File: src/rtl/sample_timer.sv
// Bit-centre sample timer.
// After an accepted start, the first sample strobe fires 1.5 bit periods in,
// and each later strobe follows one bit period after the one before it.
// A one-cycle frame_done pulse follows the last strobe. All outputs are
// registered. The FSM state is exported on o_state for observation.
//
// Handshake: i_start is a level request that is sampled only while idle.
// When i_start=1 and i_abort=0 at a rising edge in IDLE, the frame is accepted
// on that edge. Nothing is queued. i_abort cancels a frame in progress at the
// next edge.
module sample_timer #(
    parameter  int CNT_BITS = 8,
    parameter  int MAX_BITS = 9,
    localparam int IDX_BITS = $clog2(MAX_BITS + 1)
) (
    input  logic                i_clk,
    input  logic                i_n_rst,
    input  logic                i_start,
    input  logic                i_abort,
    input  logic [CNT_BITS-1:0] i_bit_period,
    input  logic [3:0]          i_data_size,
    output logic                o_shift_strobe,
    output logic                o_frame_done,
    output logic                o_busy,
    output logic [IDX_BITS-1:0] o_bit_count,
    output logic [1:0]          o_state
);

    typedef enum logic [1:0] {
        S_IDLE = 2'd0,
        S_HALF = 2'd1,
        S_RUN  = 2'd2,
        S_DONE = 2'd3
    } state_t;

    state_t              r_state;
    logic [CNT_BITS-1:0] r_period;      // latched bit period, never below 2
    logic [IDX_BITS-1:0] r_num;         // latched strobes per frame, 1..MAX_BITS
    logic [CNT_BITS:0]   r_cnt;         // one extra bit so 1.5*P always fits
    logic [IDX_BITS-1:0] r_bit_count;
    logic                r_shift_strobe;
    logic                r_frame_done;
    logic                r_busy;

    logic [CNT_BITS-1:0] w_period_in;
    logic [IDX_BITS-1:0] w_num_in;
    logic [CNT_BITS:0]   w_period_ext;
    logic [CNT_BITS:0]   w_half_target;
    logic [CNT_BITS:0]   w_run_target;
    logic                w_half_hit;
    logic                w_run_hit;
    logic                w_last_done;
    logic [IDX_BITS-1:0] w_bit_count_inc;

    // Clamp the frame parameters presented at start, and derive the counter
    // targets from the latched period.
    always_comb begin
        w_period_in = i_bit_period;
        if (i_bit_period < CNT_BITS'(2)) begin
            w_period_in = CNT_BITS'(2);
        end

        w_num_in = IDX_BITS'(i_data_size);
        if (i_data_size == 4'd0) begin
            w_num_in = IDX_BITS'(1);
        end else if (int'(i_data_size) > MAX_BITS) begin
            w_num_in = IDX_BITS'(MAX_BITS);
        end

        // The counter reads 0 in the first cycle of a phase. The half-phase
        // fires when it reads T-2, so the strobe lands in cycle T = P + P/2.
        // The run phase fires when it reads P-1, giving an exact P spacing.
        w_period_ext    = {1'b0, r_period};
        w_half_target   = w_period_ext + (w_period_ext >> 1) - (CNT_BITS + 1)'(2);
        w_run_target    = w_period_ext - (CNT_BITS + 1)'(1);
        w_half_hit      = (r_cnt == w_half_target);
        w_run_hit       = (r_cnt == w_run_target);
        w_last_done     = (r_bit_count == r_num);
        w_bit_count_inc = r_bit_count + IDX_BITS'(1);
    end

    // Frame FSM, period counter and registered outputs.
    always_ff @(posedge i_clk) begin
        if (!i_n_rst) begin
            r_state        <= S_IDLE;
            r_period       <= '0;
            r_num          <= '0;
            r_cnt          <= '0;
            r_bit_count    <= '0;
            r_shift_strobe <= 1'b0;
            r_frame_done   <= 1'b0;
            r_busy         <= 1'b0;
        end else begin
            r_shift_strobe <= 1'b0;
            r_frame_done   <= 1'b0;
            case (r_state)
                S_IDLE: begin
                    if (i_start && !i_abort) begin
                        r_state     <= S_HALF;
                        r_period    <= w_period_in;
                        r_num       <= w_num_in;
                        r_cnt       <= '0;
                        r_bit_count <= '0;
                        r_busy      <= 1'b1;
                    end
                end
                S_HALF: begin
                    if (i_abort) begin
                        r_state <= S_IDLE;
                        r_busy  <= 1'b0;
                    end else if (w_half_hit) begin
                        r_state        <= S_RUN;
                        r_shift_strobe <= 1'b1;
                        r_bit_count    <= w_bit_count_inc;
                        r_cnt          <= '0;
                    end else begin
                        r_cnt <= r_cnt + (CNT_BITS + 1)'(1);
                    end
                end
                S_RUN: begin
                    if (i_abort) begin
                        r_state <= S_IDLE;
                        r_busy  <= 1'b0;
                    end else if (w_last_done) begin
                        // The last strobe was issued in this cycle.
                        r_state      <= S_DONE;
                        r_frame_done <= 1'b1;
                    end else if (w_run_hit) begin
                        r_shift_strobe <= 1'b1;
                        r_bit_count    <= w_bit_count_inc;
                        r_cnt          <= '0;
                    end else begin
                        r_cnt <= r_cnt + (CNT_BITS + 1)'(1);
                    end
                end
                S_DONE: begin
                    // Abort here leads to the same result: back to idle.
                    r_state <= S_IDLE;
                    r_busy  <= 1'b0;
                end
                default: begin
                    r_state <= S_IDLE;
                    r_busy  <= 1'b0;
                end
            endcase
        end
    end

    assign o_shift_strobe = r_shift_strobe;
    assign o_frame_done   = r_frame_done;
    assign o_busy         = r_busy;
    assign o_bit_count    = r_bit_count;
    assign o_state        = r_state;

endmodule

File: config.mk
export PLATFORM = sky130hd
export DESIGN_NAME = sample_timer
export DESIGN_NICKNAME = d
export VERILOG_FILES = /design/src/rtl/sample_timer.sv
export SDC_FILE = /design/constraint.sdc
export NUM_CORES = 1
export LEC_CHECK = 0
export ABC_AREA = 1
export CORE_MARGIN = 2
export CORE_UTILIZATION = 30
export DETAILED_ROUTE_END_ITERATION = 6
export DONT_BUFFER_PORTS = 1
export PLACE_DENSITY = 0.5
export SKIP_CTS_REPAIR_TIMING = 1
export SYNTH_ARGS = -nofsm -noshare
export SYNTH_HDL_FRONTEND = slang
export SYNTH_SLANG_ARGS = --single-unit
File: constraint.sdc
create_clock -name i_clk -period 3.1 [get_ports i_clk]
set_clock_uncertainty 0.15 [all_clocks]
set_input_delay 0.31 -clock i_clk [delete_from_list [all_inputs] [get_ports i_clk]]
set_output_delay 0.31 -clock i_clk [all_outputs]
set_load 0.005 [all_outputs]
After elaboration in Yosys (flattened, before gate mapping)
Index checks and enable logic that the tools add are counted.
Cells by class
  add/sub/neg operators: 5
  magnitude comparators: 2
  equality and inequality tests: 15
  mux-type cells: 33
  bitwise gates (word level): 2
  reductions and logical operators: 12
Operator list (number)
  $mux W9: 6
  $mux W4: 8
  $pmux W9 S3: 1
  $eq A9 B9 Y1: 2
  $ne A2 B2 Y1 const B: 6
  $pmux W4 S3: 1
  $mux W2: 5
  $add A8 B7 Y9: 1
  $add A9 B1 Y9 const B: 1
  $sub A8 B1 Y9 const B: 1
  $sub A9 B2 Y9 const B: 1
  $lt A8 B2 Y1 const B: 1
  $mux W1: 8
  $mux W8: 1
  $pmux W2 S4: 1
  $reduce_and A7 Y1: 1
  $ne A3 B3 Y1 const B: 2
  $reduce_and A5 Y1: 1
  $add A4 B1 Y4 const B: 1
  $eq A2 B2 Y1 const B: 2
  $eq A4 B4 Y1: 1
  $gt A4 B4 Y1 const B: 1
  $logic_not A4 Y1: 1
  $reduce_and A2 Y1: 2
  12 further kinds: 13
Storage, ports and cells
  bits in registers: 30
  input port bits: 16
  output and inout port bits: 9
  logic and storage cells: 77

Longest topological paths before layout
Gate-level depths: netlist of run 1.
  word-level depth: 6
  gate-level depth with buffers: 21
  gate-level depth less buffers: 21

Least setup slack after synthesis of run 1
Ideal clock, no wire load.
  path type: flip-flop to flip-flop
  from: reg r_period[2]
  to: reg r_bit_count[0], in the netlist o_bit_count[0]
  library setup time: 0.113 ns
  data arrival time: 2.254 ns
  data required time: 2.837 ns
  setup slack: 0.583 ns
  stages on the path, launching flop included: 21
  buffers on the path: 0
  period minus slack after synthesis: 2.517 ns
  cells stage by stage: dfxtp_1 > inv_1 > ha_1 > inv_1 > ha_1 > inv_1 > fa_1 > inv_1 > nand2_1 > nand2_1 > nand2_1 > nand2_1 > nand2_1 > nor2_1 > nand2_1 > nor2_2 > nand3_2 > nand2_4 > nand3_2 > nor2_1 > nor2_1
Between the ends
  cells in the longest elaborated chain, start to end: 5
  elaborated cells on any way between the ends: 8
  those cells by class: add/sub: 3; eq/ne: 4; reduce/logical: 1
RTL lines
  from (decl): line 37  | logic [CNT_BITS-1:0] r_period;
  from (signal assigned): line 100  | r_period <= w_period_in;
  $add A8 B7 Y9: line 74  | w_half_target = w_period_ext + (w_period_ext >> 1) - (CNT_BITS + 1)'(2);
  $sub A9 B2 Y9: line 74
  $eq A9 B9 Y1: line 76  | w_half_hit = (r_cnt == w_half_target);
  $ne A2 B2 Y1 (no line)
  $reduce_and A7 Y1 (no line) (*)
  to (signal assigned): line 114  | r_bit_count <= w_bit_count_inc;
  to (signal assigned): line 130  | r_bit_count <= w_bit_count_inc;
  to (decl): line 40  | logic [IDX_BITS-1:0] r_bit_count;
Mark *: on every way between the ends. The rest lies on a longest branch, timed or not.
A chain may end at the register's enable or synchronous reset.

Worst setup path in the final report of run 1
  from: reg r_period[1]
  to: reg r_bit_count[0], in the netlist o_bit_count[0]
The elaborated chain is that of the path after synthesis.

==> results of run 1 <==
[cells by family after synthesis]
family,synth area share
simple gates,0.315
buf+inv,0.111
compound gates,0.100
fa+ha+maj,0.153
flops,0.235
xor+xnor,0.0858
[through the flow]
stage               hold slack (ns)  utilization  worst slack, ns
finish                      0.00418        0.339            0.214
global route                0.00800        0.339         -0.00543
CTS                         -0.0122        0.331            0.241
detailed placement            0.294        0.317            0.276
global placement              0.289        0.317            0.334
floorplan                     0.298            -            0.583
[per-layer routing]
layer | vias to the layer above | share of wire | wire (um) | track usage
li1 | 1186 | - | - | -
met1 | 1031 | 0.48 | 2870 | 0.176
met2 | 33 | 0.48 | 2880 | 0.245
met3 | 10 | 0.026 | 157 | 0.0251
met4 | 0 | 0.021 | 129 | 0.0512
met5 | - | 0 | 0 | 0
[registers in the layout, summed over array words and instances, names as in the netlist]
register / flops
r_cnt: 9
o_bit_count: 4
r_num: 4
o_frame_done: 1
o_shift_strobe: 1
o_busy: 1
o_state: 2
r_period: 8
[layout make-up]
type                       instances  area, um2
clock buffer                       5       68.8
clock inverter                     3       40.0
fill                             859       5430
inverter                          55        211
multi-input combinational        276       1720
sequential                        30        603
tap                              105        131
timing repair buffer               2       17.5
[worst min path at each step]
stage | startpoint | end | cells past startpoint | slack (ns)
after floorplan | i_n_rst | r_num[0]$_SDFFE_PN0P_ | 2 | 0.30
after global placement | i_n_rst | o_bit_count[0]$_SDFFE_PN0P_ | 2 | 0.29
after detailed placement | i_n_rst | o_state[0]$_SDFFE_PN0P_ | 2 | 0.29
after CTS | i_n_rst | o_frame_done$_SDFF_PP0_ | 2 | -0.01
after global routing | i_n_rst | o_shift_strobe$_SDFF_PN0_ | 2 | 0.008
final | i_n_rst | o_bit_count[0]$_SDFFE_PN0P_ | 2 | 0.004
[placed cells by master (no fill, tap or decap), drive strengths merged, types with 3 or more instances in the layout]
master and n:
nand3b 3, nand4 6, nor3 9, clkinv 3, clkbuf 5, a21oi 28, ha 28, nand3 32
o21ai 11, xor2 17, xnor2 8, inv 54, dfxtp 30, nand2 84, nor2 36
[power groups by stage]
stage | combinational (mW) | sequential, mW | clock, mW
CTS | 0.493 | 0.426 | 0.402
global placement | 0.489 | 0.435 | 0
finish | 0.517 | 0.427 | 0.390
detailed placement | 0.488 | 0.434 | 0
floorplan | 0.406 | 0.429 | 0
global route | 0.603 | 0.429 | 0.422
==> flow_metrics.env, run 1 <==
export IMPL_viasPerCell=4.75
export IMPL_rows=33
export IMPL_maxSlewViolCount=0
export IMPL_status="finished clean"
export IMPL_drive_gt1_frac=0.0997
export IMPL_fin_total_pwr_mw=1.33
export IMPL_swShare=0.375
export IMPL_endpoint_kind="register"
export IMPL_cts_tree="built"
export IMPL_yosys_area_top_type="dfxtp_1"
export IMPL_ys_warnings_count=0
export IMPL_finalNonFillerCells=476
export IMPL_yosysMostFrequentCell="nand2_1"
export IMPL_drc=0
export IMPL_startpoint="r_period[1]$_SDFFE_PN0P_"
export IMPL_drt_pass1_iterations=4
export IMPL_diodes=0
export IMPL_crit_buf_inv=3
export IMPL_min_path_type="input pin to register"
export IMPL_dp_cells=466
export IMPL_crit_type="register to register"
export IMPL_crit_arrival_ns=2.92
export IMPL_worstPathMaxFanout=6
export IMPL_cpMaxStageDelayCell="fa_2"
export IMPL_grt_pass1_vias=2191
export IMPL_io_pins=25
export IMPL_path_depth=16
export IMPL_drtIter0Drc=54
export IMPL_grt_pass1_wl_um=10200
export IMPL_io_buffer_count=0
export IMPL_critPathTopFamily="simple AND/OR/NAND/NOR gates"
export IMPL_pwr_share_seq=0.320
export IMPL_cts_max_level=2
export IMPL_ys_types=35
export IMPL_p_leak_nw=1.24
export IMPL_endpoint="o_bit_count[0]$_SDFFE_PN0P_"
export IMPL_r2r_slack_ns=0.21
export IMPL_synth_fp_nets=416
export IMPL_antenna_found_initial=0
export IMPL_power_density_nw_per_um2=478
export IMPL_drv_cap=0
export IMPL_synth_seq_cells=30
export IMPL_tns_ns=0
export IMPL_critPathRequiredTime_ns=3.13
export IMPL_cpPeakStageDelay_ns=0.53
export IMPL_synth_area_top_cells="dfxtp_1, ha_1, nand2_1"
export IMPL_yosys_area_top_type_share=0.235
export IMPL_switchingPower_mw=0.500
export IMPL_post_route_period_util=0.931
export IMPL_die_area_um2=9260
export IMPL_cts_root_buf="clkbuf_8"
export IMPL_p_int_mw=0.833
export IMPL_grt_max_degree=21
export IMPL_p_clk_frac=0.292
export IMPL_synthArstFlopShare=0
export IMPL_netlist_area_um2=2550
export IMPL_dp_hpwl_um=4660
export IMPL_tightest_slew_ns=0.756
export IMPL_final_cell_area_um2=2790
export IMPL_clock_latency_ns=0.28
export IMPL_finalHoldViolCount=0
export IMPL_place_gp_congestion=0.777
export IMPL_routed_wl_um=6030
export IMPL_num_vias=2260
export IMPL_post_route_min_period_ns=2.89
export IMPL_relSlewSlack=0.495
export IMPL_synth_flop_cell="dfxtp_1"
export IMPL_core_region_area_um2=8220
export IMPL_antenna_left=0
export IMPL_synth_edf_count=0
export IMPL_synth_common_cells="nand2_1, inv_1, nor2_1"
export IMPL_setup_viol_count_final=0
export IMPL_comb_power_share=0.388
export IMPL_fmax_ghz=0.346
export IMPL_synth_area_per_cell_um2=6.90
export IMPL_cts_sinks=30
export IMPL_syn2layout_area_growth_pct=9.26
export IMPL_nNetsFinal=416
export IMPL_grt_overflow=0
export IMPL_initial_core_util=0.311
export IMPL_routedWlPerCell_um=12.7
export IMPL_die_y_um=96.2
export IMPL_synthCells=370
export IMPL_yosysSeqAreaShare=0.235
export IMPL_tritoncts_num_buffers=5
export IMPL_placed_area_um2=2610
export IMPL_r2r_cells=16
export IMPL_cp_cell_sequence="inv_2 -> ha_4 -> inv_1 -> ha_2 -> inv_1 -> fa_2 -> xor2_1 -> nand3_1 -> nor2_2 -> nand2_1 -> nor2_2 -> nand3_2 -> nand2_4 -> nand3_4 -> nor2_1 -> nor2_1"
export IMPL_path_clk_slew_ns=0.07
export IMPL_clk_path_buf_depth=2
export IMPL_r2r_end="o_bit_count[0]$_SDFFE_PN0P_"
export IMPL_die_width_um=96.2
export IMPL_timing_rr_start="r_period[1]$_SDFFE_PN0P_"
export IMPL_grt_usage=0.142
export IMPL_vdd_ir_drop_max_mv=0.208
export IMPL_worst_setup_path_start_kind="register"
Power figures use the tool's default switching activity.
==> run 2, diff against run 1 <==
--- a/config.mk
+++ b/config.mk
@@ -6,11 +6,13 @@
 export NUM_CORES = 1
 export LEC_CHECK = 0
 export ABC_AREA = 1
+export CORE_ASPECT_RATIO = 0.9
 export CORE_MARGIN = 2
 export CORE_UTILIZATION = 30
 export DETAILED_ROUTE_END_ITERATION = 6
 export DONT_BUFFER_PORTS = 1
 export PLACE_DENSITY = 0.5
+export SETUP_SLACK_MARGIN = 0.02
 export SKIP_CTS_REPAIR_TIMING = 1
 export SYNTH_ARGS = -nofsm -noshare
 export SYNTH_HDL_FRONTEND = slang
==> run 2 against run 1 <==
The run now ends with hold timing left. Critical path depth up 4. Sequential share of layout area up 0.52 points. Global-route usage down 1.0 points. Sequential cell count unchanged. Final area down 2.7%. Die area about the same. Routed wire length down 3.7%. Non-clock buffer count unchanged. Clock power down 13%. Critical path type unchanged. Highest routed layer unchanged. First-iteration DRC count up 70%. Register-to-register slack better by 0.08 ns. Combinational power down 5.0%.
==> flow_metrics.env, run 2 (synthesis results as in run 1) <==
export IMPL_status="complete, but fails checks"
export IMPL_violations="hold timing"
export IMPL_n_fill_cell=895
export IMPL_final_cell_mix="nand2_1, inv_1, nor2_1"
export IMPL_drt_pass1_iterations=4
export IMPL_diodes=0
export IMPL_tns_ns=0
export IMPL_io_pins=25
export IMPL_fin_total_pwr_mw=1.26
export IMPL_crit_type="register to register"
export IMPL_worstPathMaxFanout=9
export IMPL_placed_area_um2=2610
export IMPL_cts_root_buf="clkbuf_8"
export IMPL_nNetsFinal=416
export IMPL_post_place_ws_ns=0.266
export IMPL_syn2layout_area_growth_pct=6.27
export IMPL_endpoint_kind="register"
export IMPL_grt_max_degree=20
export IMPL_final_common_cell="nand2_1"
export IMPL_setup_slack_ns=0.298
export IMPL_comb_power_share=0.391
export IMPL_drtIter0Drc=92
export IMPL_rows=31
export IMPL_num_vias=2207
export IMPL_cp_cell_sequence="inv_1 -> ha_1 -> inv_1 -> ha_1 -> inv_1 -> fa_1 -> inv_1 -> nand2_1 -> nand2_2 -> nand2_1 -> nand2_1 -> nand2_1 -> nor2_1 -> nand2_1 -> nor2_2 -> nand3_2 -> nand2_4 -> nand2_4 -> nand3_1 -> a21oi_1"
export IMPL_timing_hold_ws_ns=-0.00659
export IMPL_grt_usage=0.132
export IMPL_tritoncts_num_buffers=5
export IMPL_antenna_left=0
export IMPL_rsz0062_at_grt="no"
export IMPL_vdd_ir_drop_max_mv=0.205
export IMPL_reg_top3="r_cnt x9, r_period x8"
export IMPL_swShare=0.392
export IMPL_viasPerCell=4.70
export IMPL_final_core_util=0.333
export IMPL_initial_core_util=0.313
export IMPL_power_density_nw_per_um2=463
export IMPL_p_int_mw=0.765
export IMPL_p_clk_frac=0.271
export IMPL_path_clk_slew_ns=0.07
export IMPL_antenna_found_initial=0
export IMPL_final_cell_area_um2=2710
export IMPL_cts_tree="built"
export IMPL_cts_sinks=30
export IMPL_switchingPower_mw=0.492
export IMPL_die_area_um2=9260
export IMPL_worst_setup_path_start_kind="register"
export IMPL_tightest_slew_ns=0.780
export IMPL_critPathRequiredTime_ns=3.10
export IMPL_grt_overflow=0
export IMPL_post_route_min_period_ns=2.80
export IMPL_min_path_type="input pin to register"
export IMPL_clock_latency_ns=0.28
export IMPL_fmax_ghz=0.357
export IMPL_crit_arrival_ns=2.80
export IMPL_io_buffer_count=0
export IMPL_die_width_um=101
export IMPL_largest_reg_flops=9
export IMPL_grt_pass1_wl_um=9620
export IMPL_post_route_period_util=0.904
export IMPL_cts_max_level=2
export IMPL_finalHoldViolCount=2
export IMPL_drv_cap=0
export IMPL_p_leak_nw=1.23
export IMPL_place_gp_congestion=0.763
export IMPL_routed_wl_um=5810
export IMPL_pwr_share_seq=0.338
export IMPL_grt_pass1_vias=2053
export IMPL_drc=0
export IMPL_setup_viol_count_final=0
export IMPL_cpMaxStageDelayCell="fa_1"
export IMPL_die_y_um=91.5
export IMPL_cpMostUsedCell="nand2_1"
export IMPL_core_region_area_um2=8150
export IMPL_cpPeakStageDelay_ns=0.39
export IMPL_clk_path_buf_depth=2
export IMPL_dp_hpwl_um=4590
export IMPL_relSlewSlack=0.478
export IMPL_maxSlewViolCount=0
export IMPL_top_register="r_cnt"
export IMPL_routedWlPerCell_um=12.4
export IMPL_drive_gt1_frac=0.0674
-- run 2: layout make-up --
type | instances | area (um2) | share of cell area
Inverter | 55 | 209 | 0.0770
Timing Repair Buffer | 2 | 17.5 | 0.00646
Clock inverter | 1 | 5.00 | 0.00185
Sequential cell | 30 | 601 | 0.221
Tap cell | 99 | 124 | 0.0457
Multi-Input combinational cell | 276 | 1670 | 0.616
Clock buffer | 7 | 86.3 | 0.0318
-- run 2: worst max-delay path: cells and delay by family (launching register included) --
family,cells,cell delay (ns)
AOI/OAI and AO/OA,1,0.06
adders and majority gates,3,0.85
buffers and inverters,4,0.26
DFF,1,0.33
and+or+nand+nor,12,1.01
-- run 2: worst paths after layout --
| path | from | endpoint | slack (ns) | depth (start not counted) |
|---|---|---|---|---|
| hold / removal | i_n_rst | o_bit_count[0]$_SDFFE_PN0P_ | -0.007 | 2 |
| setup / recovery | r_period[1]$_SDFFE_PN0P_ | r_cnt[1]$_SDFFE_PN0P_ | 0.30 | 20 |
| hold reg to reg | r_num[3]$_SDFFE_PN0P_ | r_num[3]$_SDFFE_PN0P_ | 0.35 | 1 |
| setup reg to reg | r_period[1]$_SDFFE_PN0P_ | r_cnt[1]$_SDFFE_PN0P_ | 0.30 | 20 |
-- run 2: per-stage QoR --
stage / hold WS (ns) / std cells
3_3_place_gp: 0.284 / 461
4_1_cts: -0.0155 / 469
5_1_grt: 0.00202 / 470
6_report: -0.00659 / 470
3_5_place_dp: 0.289 / 461
2_1_floorplan: 0.298 / 370
-- run 2: power groups by stage --
stage | registers (mW) | clock network [mW] | logic [mW]
6_report | 0.425 | 0.341 | 0.491
5_1_grt | 0.428 | 0.366 | 0.568
4_1_cts | 0.425 | 0.349 | 0.494
3_5_place_dp | 0.434 | 0 | 0.490
3_3_place_gp | 0.434 | 0 | 0.489
2_1_floorplan | 0.429 | 0 | 0.406
-- run 2: metal layers --
| layer | track usage | vias to the layer above | part of all wire |
|---|---|---|---|
| met5 | 0 | - | 0 |
| met4 | 0.0495 | 0 | 0.024 |
| met3 | 0.0262 | 11 | 0.023 |
| met2 | 0.205 | 24 | 0.44 |
| met1 | 0.178 | 992 | 0.51 |
| li1 | - | 1180 | - |
